<file path="src/rtl/grayscale_stage.sv">
// RGB-to-luma stage between the input pixel fifo and the downstream luma fifo.
// Latency: 3 cycles pop-to-write minimum. Backpressure: reads are credit-limited so in-flight pixels always fit the output buffer.
module grayscale_stage #(
    parameter int DATA_IN_WIDTH  = 24,
    parameter int DATA_OUT_WIDTH = 8,
    parameter int BUF_DEPTH      = 4,
    parameter int FRAME_PIXELS   = 388800
) (
    input  logic                              clock,
    input  logic                              reset,
    input  logic                              in_empty,
    output logic                              in_rd_en,
    input  logic                              in_valid,
    input  logic [DATA_IN_WIDTH-1:0]          in_dout,
    input  logic                              out_full,
    output logic                              out_wr_en,
    output logic [DATA_OUT_WIDTH-1:0]         out_din,
    output logic [$clog2(FRAME_PIXELS+1)-1:0] pixel_count,
    output logic                              frame_done
);

    localparam int PTR_W = $clog2(BUF_DEPTH);
    localparam int INF_W = $clog2(BUF_DEPTH + 1);
    localparam int CNT_W = $clog2(FRAME_PIXELS + 1);

    logic                      rd_pending_q;
    logic                      sum_vld_q, sum_vld_d;
    logic [15:0]               sum_q, sum_d;
    logic [DATA_OUT_WIDTH-1:0] mem_q [BUF_DEPTH];
    logic [PTR_W-1:0]          wr_ptr_q, wr_ptr_d;
    logic [PTR_W-1:0]          rd_ptr_q, rd_ptr_d;
    logic [INF_W-1:0]          buf_cnt_q, buf_cnt_d;
    logic [INF_W-1:0]          inflight_q, inflight_d;
    logic [CNT_W-1:0]          pixel_count_q, pixel_count_d;
    logic                      frame_done_q, frame_done_d;

    logic [15:0] r16, g16, b16;
    logic        buf_empty;

    assign r16 = {8'd0, in_dout[23:16]};
    assign g16 = {8'd0, in_dout[15:8]};
    assign b16 = {8'd0, in_dout[7:0]};

    assign buf_empty = (buf_cnt_q == '0);

    // Reset gates both handshakes so nothing is popped or written while the pipe is being cleared.
    assign out_wr_en = !reset && !buf_empty && !out_full;
    assign in_rd_en  = !reset && !in_empty &&
                       ((inflight_q < INF_W'(BUF_DEPTH)) || out_wr_en);

    assign out_din     = mem_q[rd_ptr_q];
    assign pixel_count = pixel_count_q;
    assign frame_done  = frame_done_q;

    always_comb begin
        sum_vld_d     = rd_pending_q && in_valid;
        sum_d         = sum_q;
        wr_ptr_d      = wr_ptr_q;
        rd_ptr_d      = rd_ptr_q;
        buf_cnt_d     = buf_cnt_q;
        inflight_d    = inflight_q;
        pixel_count_d = pixel_count_q;
        frame_done_d  = 1'b0;

        // Max 255*256 = 65280, so 16 bits never overflow.
        if (sum_vld_d) begin
            sum_d = 16'd77 * r16 + 16'd150 * g16 + 16'd29 * b16;
        end

        if (sum_vld_q) begin
            wr_ptr_d = wr_ptr_q + PTR_W'(1);
        end
        if (out_wr_en) begin
            rd_ptr_d = rd_ptr_q + PTR_W'(1);
        end

        case ({sum_vld_q, out_wr_en})
            2'b10:   buf_cnt_d = buf_cnt_q + INF_W'(1);
            2'b01:   buf_cnt_d = buf_cnt_q - INF_W'(1);
            default: buf_cnt_d = buf_cnt_q;
        endcase

        case ({in_rd_en, out_wr_en})
            2'b10:   inflight_d = inflight_q + INF_W'(1);
            2'b01:   inflight_d = inflight_q - INF_W'(1);
            default: inflight_d = inflight_q;
        endcase

        if (out_wr_en) begin
            if (pixel_count_q == CNT_W'(FRAME_PIXELS - 1)) begin
                pixel_count_d = '0;
                frame_done_d  = 1'b1;
            end else begin
                pixel_count_d = pixel_count_q + CNT_W'(1);
            end
        end
    end

    always_ff @(posedge clock) begin
        if (reset) begin
            rd_pending_q  <= 1'b0;
            sum_vld_q     <= 1'b0;
            sum_q         <= '0;
            wr_ptr_q      <= '0;
            rd_ptr_q      <= '0;
            buf_cnt_q     <= '0;
            inflight_q    <= '0;
            pixel_count_q <= '0;
            frame_done_q  <= 1'b0;
            for (int i = 0; i < BUF_DEPTH; i++) begin
                mem_q[i] <= '0;
            end
        end else begin
            rd_pending_q  <= in_rd_en;
            sum_vld_q     <= sum_vld_d;
            sum_q         <= sum_d;
            wr_ptr_q      <= wr_ptr_d;
            rd_ptr_q      <= rd_ptr_d;
            buf_cnt_q     <= buf_cnt_d;
            inflight_q    <= inflight_d;
            pixel_count_q <= pixel_count_d;
            frame_done_q  <= frame_done_d;
            if (sum_vld_q) begin
                mem_q[wr_ptr_q] <= DATA_OUT_WIDTH'(sum_q >> 8);
            end
        end
    end

endmodule
</file>
<file path="config.mk">
export PLATFORM = sky130hd
export DESIGN_NAME = grayscale_stage
export DESIGN_NICKNAME = d
export VERILOG_FILES = /design/src/rtl/grayscale_stage.sv
export SDC_FILE = /design/constraint.sdc
export NUM_CORES = 1
export LEC_CHECK = 0
export ABC_AREA = 1
export BUFFER_PORTS_ARGS = -buffer_cell sky130_fd_sc_hd__buf_2
export CAP_MARGIN = 10
export CELL_PAD_IN_SITES_DETAIL_PLACEMENT = 1
export CELL_PAD_IN_SITES_GLOBAL_PLACEMENT = 2
export CORE_MARGIN = 4
export CORE_UTILIZATION = 30
export CTS_BUF_LIST = sky130_fd_sc_hd__clkbuf_4 sky130_fd_sc_hd__clkbuf_8
export DETAILED_ROUTE_END_ITERATION = 7
export PLACE_DENSITY = 0.75
export SKIP_CTS_REPAIR_TIMING = 1
export SLEW_MARGIN = 10
export SYNTH_ARGS = -nofsm -noshare
export SYNTH_HDL_FRONTEND = slang
export SYNTH_SLANG_ARGS = --single-unit
</file>
<file path="constraint.sdc">
create_clock -name clock -period 6.04 [get_ports clock]
set_input_delay 0.604 -clock clock [delete_from_list [all_inputs] [get_ports clock]]
set_output_delay 0.604 -clock clock [all_outputs]
set_load 0.02 [all_outputs]
</file>
==> metrics <==
syn_nets=958; Root Driver=clkbuf_8; WP data required=6.28 ns; Max stage delay on crit path=0.54 ns; starting density of the core=30.4%; floorplan core area=21800 um^2; DRT iter0 DRCs=110; Crit. End Element=flop; Post-DRT Antenna Nets=0; Reg-to-Reg Start=buf_cnt_q[0]$_SDFFE_PP0P_; syn_area_per_cell=8.41 um^2; final setup vio count=0; width of the die=156 um; final wirelength=15.0 mm; Worst EP arrival=6.00 ns; pin count of the biggest net entering global routing=18; routed length per instance=13.0 um; vias in the first global route=5371; Netlist Area Pre-Place=6600 um^2; Worst-path clk slew=0.07 ns; Max-Cap Viols=0; Worst Setup SP=in_dout[12]; Pins Over Slew Limit=0; post-synthesis sequential area ratio=27.3%; crit-path most repeated cell=inv_1; PortBufs=58; Total Die Area=24500 um^2; type of the most critical hold path=input pin to flop; Final HPWL DP=12.9 mm; drc violations=0; final hold slack=0.430 ns; hold path startpoint=in_empty; fmax=174 MHz; cell count after synthesis=785; Ys Warns=0; Layout Nets=1039; CP Launch Type=input pin; gr usage total=12.7%; Slew Limit Headroom=63.4%; TritonCTS Buffers=9; row count=54; CP delay by family, top=adder cells; latest clock arrival within the worst-skew pair=0.35 ns; initial antenna violation count=0; Layout Skew=0.0121 ns; worst slew pin tran=0.549 ns; fraction of layout cells with a size suffix above 1=15.2%; Final Hold Fails=0; CP max stage cell=fa_1; fill count=2685; Multi-input gate area=4240 um^2; vias after detailed routing=5135; CP max FO=4; area delta synth->final=15.9%; Max clock buf depth=2; H-tree depth=3; WS Path Type=input pin to flop; Die Span Y=156 um; CTS tree=yes; post-DR vias/cell=4.46; #FFs+latches synth=74; post-synth cell types=36; Final Critical Period=5.75 ns; Final period util=95.2%; status=complete, no violations; register area=1800 um^2; GRT overflow=0; Top Ports=59; critical path buffer and inverter count=8; antenna cells=0; DRT Pass-1 Iters=5; first-pass GRT wire length=25.6 mm; clk sink count=74; GP Congestion=0.784
flip-flops by register name, summed over array words and instances (netlist names), named ones only:
name	cells
mem_q	32
pixel_count	19
sum_q	8
buf_cnt_q	3
inflight_q	3
rd_ptr_q	2
wr_ptr_q	2
frame_done	1
rd_pending_q	1
sum_vld_q	1
synthesized netlist by cell type:
master	number	area [um^2]
a21o_1	3	22.5
a21oi_1	42	210
a21oi_2	1	8.76
a31oi_1	3	18.8
buf_6	1	11.3
clkbuf_1	5	18.8
clkinv_1	1	3.75
dfxtp_1	42	841
edfxtp_1	32	961
fa_1	57	1140
ha_1	87	1090
inv_1	168	631
inv_6	1	8.76
nand2_1	110	413
nand2_2	2	12.5
nand2_4	2	22.5
nand3_1	31	155
nand3_2	1	10.0
nand3b_1	1	7.51
nand4_1	3	18.8
nor2_1	101	379
nor2_4	4	45.0
nor2_8	2	40.0
nor3_1	11	55.1
nor3_2	2	20.0
nor3b_4	1	18.8
nor4_1	1	6.26
o211a_1	1	10.0
o21ai_0	38	190
o21ai_1	1	5.00
o21bai_1	2	15.0
o22ai_1	8	50.1
or2_0	1	6.26
or2_2	3	18.8
xnor2_1	6	52.6
xor2_1	10	87.6
area by class of cell:
class | count | share of cell area (%)
multi-input combinational | 535 | 55.4
sequential | 74 | 23.5
inverter | 170 | 8.40
timing repair buffer | 76 | 5.56
tap | 280 | 4.58
clock buffer | 11 | 1.81
clock inverter | 5 | 0.719
per-layer routing:
layer	global-route usage (%)	up-vias	share of wire [%]
met4	3.18	0	1.3
met5	0	-	0
li1	-	2649	-
met3	1.63	14	2.7
met2	21.6	62	47
met1	17.2	2410	49
cells by family (layout without fill, tap and decap cells):
| kind of cell | Yosys count | count (layout) | share of synthesized area, % |
|---|---|---|---|
| AND/OR/NAND/NOR | 276 | 276 | 18.6 |
| flip-flops | 74 | 74 | 27.3 |
| buffers and inverters | 176 | 262 | 10.2 |
| XOR/XNOR | 16 | 16 | 2.12 |
| AO/OA/AOI/OAI | 99 | 99 | 8.03 |
| adder cells (fa/ha/maj) | 144 | 144 | 33.8 |
worst paths after layout:
path,end,slack [ns],depth (start not counted)
hold / removal,rd_pending_q$_SDFF_PP0_,0.43,2
setup reg to reg,inflight_q[2]$_SDFFE_PP0P_,3.70,14
setup / recovery,sum_q[15]$_SDFFE_PP0P_,0.29,30
hold reg to reg,rd_ptr_q[1]$_SDFFE_PP0P_,0.47,2
per-stage QoR:
stage	cell area, um^2	setup WS (ns)	instances	TNS, ns	utilization [%]
finish	7650	0.288	1151	0	35.2
global route	7650	-0.00871	1151	-0.00871	35.2
CTS	7540	0.00255	1151	0	34.7
detailed placement	7350	-0.385	1135	-2.13	33.8
global placement	7350	-0.273	1135	-1.55	33.8
floorplan	6600	0.0732	785	0	-
layout by cell type (no fill, tap or decap), types with 3 or more instances in the layout:
cell,n
inv_1,166
nand2_1,102
nor2_1,101
ha_1,82
buf_2,58
fa_1,55
dfxtp_1,42
a21oi_1,40
o21ai_0,37
edfxtp_1,32
nand3_1,31
buf_4,18
nand2_2,10
xor2_1,10
nor3_1,10
clkbuf_8,9
o22ai_1,8
xnor2_1,6
nor2_4,4
ha_4,4
a21o_1,3
or2_2,3
nand4_1,3
a21oi_2,3
nor3_2,3
worst register-to-register path: cells and delay by family (launching register included):
family	cells	cell delay, ns
compound gates	4	0.45
fa+ha+maj	2	0.51
buf+inv	4	0.45
flops	1	0.30
simple gates	4	0.50
Power is not shown: default switching activity piles up to over one toggle a cycle in this logic, so the estimate is an artifact.
